$ cat config.mk
export PLATFORM = sky130hd
export DESIGN_NAME = bf_weight_commit_ctrl
export DESIGN_NICKNAME = d
export VERILOG_FILES = /design/src/rtl/bf_pkg.sv /design/src/rtl/bf_tick_timer.sv /design/src/rtl/bf_weight_commit_ctrl.sv
export SDC_FILE = /design/constraint.sdc
export NUM_CORES = 1
export LEC_CHECK = 0
export CAP_MARGIN = 30
export CORE_UTILIZATION = 53
export DETAILED_ROUTE_END_ITERATION = 10
export GPL_ROUTABILITY_DRIVEN = 0
export PLACE_DENSITY = 0.79
export SKIP_LAST_GASP = 1
export SLEW_MARGIN = 20
export SYNTH_ARGS = -nofsm -noshare
export SYNTH_HDL_FRONTEND = slang
export SYNTH_HIERARCHICAL = 1
export SYNTH_SLANG_ARGS = --single-unit
$ cat constraint.sdc
create_clock -name CLOCK -period 2.4 [get_ports CLOCK]
set_input_delay 0.6 -clock CLOCK [delete_from_list [all_inputs] [get_ports CLOCK]]
set_output_delay 0.6 -clock CLOCK [all_outputs]
set_load 0.005 [all_outputs]
$ cat src/rtl/bf_pkg.sv
// Shared definitions for the beamformer weight commit controller.
//   NUM_CH          : number of beamformer channels
//   W_W             : width of each weight term
//   CH_W            : width of a channel index
//   BF_TICK_TIMEOUT : default ARMED wait before a forced apply
//   bf_wt_t         : one channel's weight set {cos1, sin1, cos2, sin2}
//   bf_commit_state_t : commit FSM states
package bf_pkg;

  localparam int NUM_CH          = 8;
  localparam int W_W             = 5;
  localparam int CH_W            = 3;
  localparam int BF_TICK_TIMEOUT = 16;

  typedef struct packed {
    logic [W_W-1:0] cos1;
    logic [W_W-1:0] sin1;
    logic [W_W-1:0] cos2;
    logic [W_W-1:0] sin2;
  } bf_wt_t;

  typedef enum logic [1:0] {
    IDLE  = 2'd0,
    ARMED = 2'd1,
    APPLY = 2'd2
  } bf_commit_state_t;

endpackage

$ cat src/rtl/bf_tick_timer.sv
// Cycle counter bounding how long the commit FSM waits for a frame tick.
// Ports:
//   CLOCK   in  system clock
//   RESET   in  synchronous active-high reset
//   enable  in  count while high (FSM is ARMED)
//   clear   in  return the count to zero (FSM not ARMED); wins over enable
//   timeout out high while enabled and the count equals TICK_TIMEOUT-1
module bf_tick_timer #(
  parameter int TICK_TIMEOUT = 16
) (
  input  logic CLOCK,
  input  logic RESET,
  input  logic enable,
  input  logic clear,
  output logic timeout
);

  localparam int              CNT_W = (TICK_TIMEOUT > 2) ? $clog2(TICK_TIMEOUT) : 1;
  localparam logic [CNT_W-1:0] LAST = CNT_W'(TICK_TIMEOUT - 1);

  logic [CNT_W-1:0] cnt_r;

  // Wait counter: zero outside ARMED, one step per ARMED cycle.
  always_ff @(posedge CLOCK) begin
    if (RESET) begin
      cnt_r <= {CNT_W{1'b0}};
    end else if (clear) begin
      cnt_r <= {CNT_W{1'b0}};
    end else if (enable) begin
      cnt_r <= cnt_r + CNT_W'(1);
    end else begin
      cnt_r <= cnt_r;
    end
  end

  // The FSM leaves ARMED on this pulse, so the counter never wraps in use.
  assign timeout = enable && (cnt_r == LAST);

endmodule

$ cat src/rtl/bf_weight_commit_ctrl.sv
// Shadow/active weight bank controller for the phase-shift array.
// Writes land in a shadow bank; a commit copies all dirty channels into the
// active bank on one clock edge, aligned to a frame tick (or forced after a
// timeout), so downstream phase shifters never see a half-updated set.
// Ports:
//   CLOCK, RESET               clock, synchronous active-high reset
//   frame_tick                 safe-update pulse (used only while ARMED)
//   wr_valid/wr_ready          write handshake (ready only in IDLE)
//   wr_chan, wr_cos1..wr_sin2  write channel and weight terms
//   commit_req/commit_ack      commit request pulse / completion pulse
//   err_clr                    clears tick_err
//   w_cos_1..w_sin_2           active weights, NUM_CH x W_W each
//   dirty                      per-channel shadow-modified flags
//   busy                       FSM not IDLE
//   tick_err                   sticky: a commit was forced by timeout
module bf_weight_commit_ctrl
  import bf_pkg::*;
#(
  parameter int TICK_TIMEOUT = BF_TICK_TIMEOUT
) (
  input  logic                        CLOCK,
  input  logic                        RESET,
  input  logic                        frame_tick,
  input  logic                        wr_valid,
  output logic                        wr_ready,
  input  logic [CH_W-1:0]             wr_chan,
  input  logic [W_W-1:0]              wr_cos1,
  input  logic [W_W-1:0]              wr_sin1,
  input  logic [W_W-1:0]              wr_cos2,
  input  logic [W_W-1:0]              wr_sin2,
  input  logic                        commit_req,
  output logic                        commit_ack,
  input  logic                        err_clr,
  output logic [NUM_CH-1:0][W_W-1:0]  w_cos_1,
  output logic [NUM_CH-1:0][W_W-1:0]  w_sin_1,
  output logic [NUM_CH-1:0][W_W-1:0]  w_cos_2,
  output logic [NUM_CH-1:0][W_W-1:0]  w_sin_2,
  output logic [NUM_CH-1:0]           dirty,
  output logic                        busy,
  output logic                        tick_err
);

  bf_commit_state_t         state_r, state_nxt_s;
  bf_wt_t [NUM_CH-1:0]      shadow_r;
  bf_wt_t [NUM_CH-1:0]      active_r;
  logic   [NUM_CH-1:0]      dirty_r;
  logic   [NUM_CH-1:0]      wr_hit_s;
  logic   [NUM_CH-1:0]      dirty_merge_s;
  logic                     commit_ack_r;
  logic                     tick_err_r;
  logic                     wr_fire_s;
  logic                     timeout_s;
  logic                     noop_ack_s;
  logic                     force_s;
  logic                     apply_s;
  bf_wt_t                   wr_wt_s;

  assign wr_ready  = (state_r == IDLE) && !RESET;
  assign busy      = (state_r != IDLE);
  assign wr_fire_s = wr_valid && wr_ready;
  assign wr_wt_s   = '{cos1: wr_cos1, sin1: wr_sin1, cos2: wr_cos2, sin2: wr_sin2};

  // Timer runs only in ARMED and is zeroed everywhere else.
  bf_tick_timer #(
    .TICK_TIMEOUT (TICK_TIMEOUT)
  ) u_tick_timer (
    .CLOCK   (CLOCK),
    .RESET   (RESET),
    .enable  (state_r == ARMED),
    .clear   (state_r != ARMED),
    .timeout (timeout_s)
  );

  // One-hot of the channel an accepted write targets; out-of-range channels match nothing.
  always_comb begin
    wr_hit_s = {NUM_CH{1'b0}};
    for (int ch = 0; ch < NUM_CH; ch++) begin
      if (wr_fire_s && (wr_chan == CH_W'(ch))) begin
        wr_hit_s[ch] = 1'b1;
      end else begin
        wr_hit_s[ch] = 1'b0;
      end
    end
  end

  // A same-cycle write belongs to the commit, so the commit decision sees the merged mask.
  assign dirty_merge_s = dirty_r | wr_hit_s;

  // Commit FSM next-state and per-cycle actions.
  always_comb begin
    state_nxt_s = state_r;
    noop_ack_s  = 1'b0;
    force_s     = 1'b0;
    apply_s     = 1'b0;
    case (state_r)
      IDLE: begin
        if (commit_req) begin
          if (dirty_merge_s == {NUM_CH{1'b0}}) begin
            noop_ack_s = 1'b1;
          end else begin
            state_nxt_s = ARMED;
          end
        end else begin
          state_nxt_s = IDLE;
        end
      end
      ARMED: begin
        // A real tick in the timeout cycle is not a forced apply.
        if (frame_tick) begin
          state_nxt_s = APPLY;
        end else if (timeout_s) begin
          state_nxt_s = APPLY;
          force_s     = 1'b1;
        end else begin
          state_nxt_s = ARMED;
        end
      end
      APPLY: begin
        apply_s     = 1'b1;
        state_nxt_s = IDLE;
      end
      default: begin
        state_nxt_s = IDLE;
      end
    endcase
  end

  // State, completion pulse and sticky timeout flag.
  always_ff @(posedge CLOCK) begin
    if (RESET) begin
      state_r      <= IDLE;
      commit_ack_r <= 1'b0;
      tick_err_r   <= 1'b0;
    end else begin
      state_r      <= state_nxt_s;
      commit_ack_r <= noop_ack_s | apply_s;
      if (force_s) begin
        tick_err_r <= 1'b1;
      end else if (err_clr) begin
        tick_err_r <= 1'b0;
      end else begin
        tick_err_r <= tick_err_r;
      end
    end
  end

  // Shadow bank: last accepted write per channel.
  always_ff @(posedge CLOCK) begin
    if (RESET) begin
      shadow_r <= {NUM_CH{bf_wt_t'({4*W_W{1'b0}})}};
    end else begin
      for (int ch = 0; ch < NUM_CH; ch++) begin
        if (wr_hit_s[ch]) begin
          shadow_r[ch] <= wr_wt_s;
        end else begin
          shadow_r[ch] <= shadow_r[ch];
        end
      end
    end
  end

  // Active bank and dirty flags: all dirty channels move together on the APPLY edge.
  always_ff @(posedge CLOCK) begin
    if (RESET) begin
      active_r <= {NUM_CH{bf_wt_t'({4*W_W{1'b0}})}};
      dirty_r  <= {NUM_CH{1'b0}};
    end else if (apply_s) begin
      for (int ch = 0; ch < NUM_CH; ch++) begin
        if (dirty_r[ch]) begin
          active_r[ch] <= shadow_r[ch];
        end else begin
          active_r[ch] <= active_r[ch];
        end
      end
      dirty_r <= {NUM_CH{1'b0}};
    end else begin
      active_r <= active_r;
      dirty_r  <= dirty_merge_s;
    end
  end

  // Unpack the active bank onto the per-term output buses.
  always_comb begin
    w_cos_1 = {NUM_CH*W_W{1'b0}};
    w_sin_1 = {NUM_CH*W_W{1'b0}};
    w_cos_2 = {NUM_CH*W_W{1'b0}};
    w_sin_2 = {NUM_CH*W_W{1'b0}};
    for (int ch = 0; ch < NUM_CH; ch++) begin
      w_cos_1[ch] = active_r[ch].cos1;
      w_sin_1[ch] = active_r[ch].sin1;
      w_cos_2[ch] = active_r[ch].cos2;
      w_sin_2[ch] = active_r[ch].sin2;
    end
  end

  assign dirty      = dirty_r;
  assign commit_ack = commit_ack_r;
  assign tick_err   = tick_err_r;

endmodule

[After elaboration in Yosys (flattened, before gate mapping)]
Cells that the tools add are included.
Cells by class
  equal/unequal tests: 12
  bitwise gates (word level): 2
  $add $sub $neg: 1
  reductions and logical operators: 27
  muxes and demuxes: 22
Operator list (number)
  1-bit two-way mux: 17
  2-bit AND reduction: 8
  3-bit equality test, second input constant: 4
  1-bit logical AND: 11
  8-bit zero test: 1
  2-bit two-way mux: 4
  8-bit OR: 1
  3-bit by 2-bit equality test with 1-bit output, second input constant: 2
  4-bit by 1-bit adder with 4-bit output, second input constant: 1
  4-bit equality test, second input constant: 1
  2-bit one-hot mux with 2 select lines: 1
  2-bit nonzero test: 2
  2-bit OR reduction: 2
  3-bit by 1-bit equality test with 1-bit output, second input constant: 1
  3-bit zero test: 1
  3-bit inequality test, second input constant: 1
  2-bit by 1-bit equality test with 1-bit output, second input constant: 1
  2-bit equality test, second input constant: 1
  2-bit zero test: 1
  2-bit by 1-bit inequality test with 1-bit output, second input constant: 1
  1-bit zero test: 1
  1-bit OR: 1
Storage, ports and cells
  input port bits: 29
  register bits after elaboration: 336

[Longest topological paths before layout]
Gate-level depths: netlist (run 1).
  depth after elaboration: 11
  mapped depth: 8
  mapped depth without buffers: 6

[Hierarchy]
The synthesis (run 1) kept the hierarchy.
Modules (own cells, without submodules)
  bf_weight_commit_ctrl: cells an instance 1524, area each 12255.5 um2, instances 1, sequential area each 6646.4 um2
  bf_tick_timer: cells an instance 18, area each 221.5 um2, instances 1, sequential area each 80.1 um2

[Worst setup path after synthesis (run 1)]
No wires, ideal clock.
  kind: input-to-reg
  from: in RESET
  to: reg shadow_r[73] (netlist bit)
  buffers on the path: 3
  cell stages on the path: 6
  setup slack: 0.602 ns
  required time: 2.268 ns
  data arrival time: 1.666 ns
  path through: or4b_1 -> buf_2 -> buf_6 -> buf_6 -> o21ai_1 -> a21oi_1
On the way
  word-level cells in the longest chain between the ends: 5
RTL lines
  start: declaration: RTL line bf_weight_commit_ctrl.sv:22  | input logic RESET,
  1-bit zero test: RTL line bf_weight_commit_ctrl.sv:58  | assign wr_ready = (state_r == IDLE) && !RESET;
  1-bit logical AND: RTL line bf_weight_commit_ctrl.sv:58
  1-bit logical AND: RTL line bf_weight_commit_ctrl.sv:60  | assign wr_fire_s = wr_valid && wr_ready;
  1-bit logical AND: RTL line bf_weight_commit_ctrl.sv:78  | if (wr_fire_s && (wr_chan == CH_W'(ch))) begin
  1-bit two-way mux: RTL line bf_weight_commit_ctrl.sv:78
  end signal: assignment: RTL line bf_weight_commit_ctrl.sv:150  | shadow_r <= {NUM_CH{bf_wt_t'({4*W_W{1'b0}})}};
  end signal: indexed assignment: RTL line bf_weight_commit_ctrl.sv:154  | shadow_r[ch] <= wr_wt_s;
  end signal: indexed assignment: RTL line bf_weight_commit_ctrl.sv:156  | shadow_r[ch] <= shadow_r[ch];
  end: declaration: RTL line bf_weight_commit_ctrl.sv:44  | bf_wt_t [NUM_CH-1:0] shadow_r;
Parallel ways exist; a longest one is shown, timed or not.
A chain may end at the register's enable or synchronous reset.

[Final worst setup path (run 1)]
  from: reg state_r[1]
  to: out wr_ready
On the way
  word-level cells in the longest chain between the ends: 2
RTL lines
  start: declaration: RTL line bf_weight_commit_ctrl.sv:43  | bf_commit_state_t state_r, state_nxt_s;
  start signal: assignment: RTL line bf_weight_commit_ctrl.sv:135  | state_r <= state_nxt_s;
  2-bit zero test: RTL line bf_weight_commit_ctrl.sv:58
  1-bit logical AND: RTL line bf_weight_commit_ctrl.sv:58
  end: declaration: RTL line bf_weight_commit_ctrl.sv:25  | output logic wr_ready,
Every way passes these cells.

==> run_results.csv, run 1 <==
group,metric,value,unit
sta,skew,23.5,ps
cells_and_area,fillers,1865,
critical_path,max_stage_delay,490,ps
worst_hold_path,hp-class,"input port to register",
worst_hold_path,hold_end,"w_cos_2[23]$_SDFFE_PP0P_",
synthesis,netlist_area,12500,um^2
grt,antenna_found_initial,2,
critical_path,crit_type,"register to output port",
power_and_ir_drop,power.static_leakage,5.08,nW
power_and_ir_drop,seqPwrFrac,49.5,%
power_and_ir_drop,p_sw,0.00258,W
synthesis,ys_types,36,
run_status,outcome,"completed",
grt,overflow,0,
grt,first_global_vias,10600,
drt,drtPass1Iterations,5,
floorplan,rows,55,
clock_network,cts_root_buf,"clkbuf_16",
critical_path,r2r_start,"state_r[1]$_SDFFE_PP0P_",
drt,highest_layer,"met4",
synthesis,synth.net_count,1572,
clock_network,postCtsSetupBuffers,0,
synthesis,yosys-top-cells-area,"dfxtp_1, a21oi_1, nand2_1",
sta,min_period,2270,ps
critical_path,cp_slowest_cell,"clkdlybuf4s50_1",
drt,drc_errors,0,
drt,wl_per_cell,18.4,um
placement,port_buffers,200,
synthesis,yosysWarnings,6,
critical_path,r2r_slack,470,ps
sta,fmax,0.440,GHz
critical_path,crit_required,1800,ps
floorplan,initial_utilization,54.6,%
worst_hold_path,whs_path_depth,2,
drt,drtIter0Drc,1165,
drt,num_vias,11600,
floorplan,io_pins,201,
synthesis,synth-seq-area-share,53.9,%
clock_network,htree_levels,2,
sta,maxSlewHeadroom,45.4,%
synthesis,syn_area_per_cell,8.09,um^2
power_and_ir_drop,comb_power_share,5.7,%
clock_network,clk_pin_slew_worst_paths,60,ps
floorplan,dieArea,24200,um^2
sta,slew_violations,0,
drt,routed_wl,36.9,mm
drt,wl_met1,15.2,mm
drt,avgViaCountPerCell,5.82,
synthesis,yosysTopAreaCell,"dfxtp_1",
synthesis,synth.top_cell.area_share,53.9,%
clock_network,ctsHoldBuffers,0,
clock_network,clockBufferDepth,3,
floorplan,die_h,155,um
sta,whs,355,ps
drt,drtAntennaViolNets,0,
clock_network,cts_tree,"done",
grt,grt_start_max_net_pins,139,
critical_path,crit_arrival,1670,ps
power_and_ir_drop,p_int,0.00882,W
cells_and_area,multi_input_area,5050,um^2
placement,hpwl,22.2,mm
clock_network,cts_made_buffers,35,
critical_path,cp-start-kind,"register",
sta,worstMarginPinSlew,819,ps
cells_and_area,drive_gt1_share,7.07,%
clock_network,cts_resized,0,
cells_and_area,synthToLayoutAreaGrowth,26.6,%
clock_network,clk_latency,520,ps
flow_run,maxCapViolCount,0,
floorplan,core_area,22800,um^2
drt,wl_met3,3.50,mm
cells_and_area,fin_nets,1698,
sta,rsz0062_at_grt,"no",
critical_path,worstPathMaxFanout,2,
clock_network,cts.sinks,336,
sta,finalSetupTns,0,ps
critical_path,r2r-end,"shadow_r[33]$_SDFFE_PP0P_",
worst_hold_path,min_from,"RESET",
critical_path,reg2regPathDepth,5,
critical_path,critPathCaptureType,"output port",
power_and_ir_drop,clkPwrFrac,44.8,%
critical_path,crit_chain,"or2_4 -> nor2_2 -> clkdlybuf4s50_1",
synthesis,synth-seq-cells,336,
sta,final_hold_viol_count,0,
synthesis,postSynthCellCount,1542,
floorplan,die_w,155,um
drt,dr_wl_met2,16.9,mm
grt,grt_util_all_layers,29.7,%
power_and_ir_drop,worst_ir_drop_vdd,0.000482,V
power_and_ir_drop,p_sw_share,22.6,%
sta,fin_crit_sh,94.6,%
grt,grt_pass1_wl,56.6,mm
power_and_ir_drop,power.density,722,nW/um^2
sta,setup_viol,0,
cells_and_area,register_area,6730,um^2
[final cells by class]
type,instances,area share (%)
clock buffer,46,6.06
antenna,3,0.0475
inverter,1,0.0238
sequential,336,42.6
clock inverter,7,0.626
tap,313,2.48
timing repair buffer,255,16.2
multi-input combinational,1039,32.0
[worst max-delay path, delay by kind of cell (launching register included)]
kind | cells | cell delay, ps
buf+inv | 1 | 490
flops | 1 | 320
simple gates | 2 | 340
[cell usage after synthesis]
library cell / number
and4_2: 1
or3b_2: 3
and4_4: 1
a21oi_1: 329
nor3_1: 14
buf_6: 11
nor2_1: 2
o21ba_1: 1
clkbuf_1: 139
a211oi_2: 1
or2_2: 1
a21bo_1: 1
nand2b_1: 2
nand3b_1: 13
and3b_1: 11
inv_1: 1
mux2_4: 1
nor2b_1: 1
xnor2_1: 1
o21ai_0: 70
buf_2: 16
mux2i_1: 2
nor4b_4: 1
nand2_1: 320
nor3b_1: 4
nand4_4: 1
nor4b_1: 1
or4b_1: 1
o21ai_1: 90
dfxtp_1: 336
nand3_1: 161
nor4_4: 1
and3_1: 1
ha_1: 1
or3_1: 1
nor4_1: 1
[flip-flops by register name, summed over array words and instances (netlist names)]
name,cells
w_sin_1,40
u_tick_timer/cnt_r,4
commit_ack,1
shadow_r,160
w_cos_1,40
w_cos_2,40
dirty,8
tick_err,1
w_sin_2,40
state_r,2
[cells in the final DEF, fill, tap and decap left out, drive strengths merged]
| master | count |
|---|---|
| dfxtp | 336 |
| a21oi | 329 |
| nand2 | 320 |
| clkdlybuf4s50 | 199 |
| nand3 | 161 |
| o21ai | 160 |
| buf | 56 |
| clkbuf | 46 |
| nor3 | 14 |
| nand3b | 13 |
| and3b | 11 |
| nor3b | 4 |
| inv | 4 |
| diode | 3 |
| or3b | 3 |
| nand2b | 2 |
| mux2i | 2 |
| bufinv | 2 |
| nor2 | 2 |
| nor4b | 2 |
| nor4 | 2 |
| and4 | 2 |
| or2 | 1 |
| or4b | 1 |
| and3 | 1 |
| nor2b | 1 |
| or3 | 1 |
| o21ba | 1 |
| clkinv | 1 |
| clkinvlp | 1 |
| xnor2 | 1 |
| nand4 | 1 |
| mux2 | 1 |
| a21bo | 1 |
| a211oi | 1 |
| ha | 1 |
[how the worst max path moves through the flow]
| stage | slack (ps) | from | endpoint |
|---|---|---|---|
| 2_1_floorplan | 600 | RESET | shadow_r[73]$_SDFFE_PP0P_ |
| 3_3_place_gp | 90 | wr_chan[2] | shadow_r[84]$_SDFFE_PP0P_ |
| 3_5_place_dp | 50 | wr_chan[2] | shadow_r[99]$_SDFFE_PP0P_ |
| 4_1_cts | 20 | state_r[1]$_SDFFE_PP0P_ | wr_ready |
| 5_1_grt | 60 | state_r[1]$_SDFFE_PP0P_ | wr_ready |
| 6_report | 130 | state_r[1]$_SDFFE_PP0P_ | wr_ready |
[stage by stage]
stage	instance area (um^2)	util (%)	cells	setup WS (ps)	power, W
after detailed placement	14700	64.4	1944	49.4	0.00639
after global placement	14700	64.4	1944	85.4	0.00639
after global routing	15800	69.1	1998	57.6	0.0117
after CTS	15800	69.1	1997	24.3	0.0114
after floorplan	12500	-	1542	602	0.00614
final	15800	69.1	2000	128	0.0114
[power by group through the flow]
| stage | combinational (W) | sequential (W) | clock [W] |
|---|---|---|---|
| after floorplan | 0.000381 | 0.00575 | 0 |
| after global placement | 0.000628 | 0.00576 | 0 |
| after detailed placement | 0.000630 | 0.00576 | 0 |
| after CTS | 0.000633 | 0.00564 | 0.00516 |
| after global routing | 0.000679 | 0.00564 | 0.00540 |
| final | 0.000654 | 0.00564 | 0.00510 |
[kinds of logic after synthesis]
kind of cell,synth area share (%)
buffers and inverters,5.85
and+or+nand+nor,19.9
AOI/OAI and AO/OA,19.9
adders and majority gates,0.100
xor gates and xnor gates,0.0702
muxes,0.281
DFF,53.9
[layer usage]
layer	up-vias	track usage, %
li1	5494	-
met1	5508	39.8
met2	566	47.3
met3	80	5.60
met4	0	11.8
met5	-	0
No activity file was read; power rests on OpenSTA's default activity.
==> inputs of run 2 (changes only) <==
--- a/config.mk
+++ b/config.mk
@@ -5,7 +5,7 @@
 export SDC_FILE = /design/constraint.sdc
 export NUM_CORES = 1
 export LEC_CHECK = 0
-export CAP_MARGIN = 30
+export CAP_MARGIN = 10
 export CORE_UTILIZATION = 53
 export DETAILED_ROUTE_END_ITERATION = 10
 export GPL_ROUTABILITY_DRIVEN = 0
==> results of run 2 <==
Final layout, timing and power as in run 1 (identical DEF).
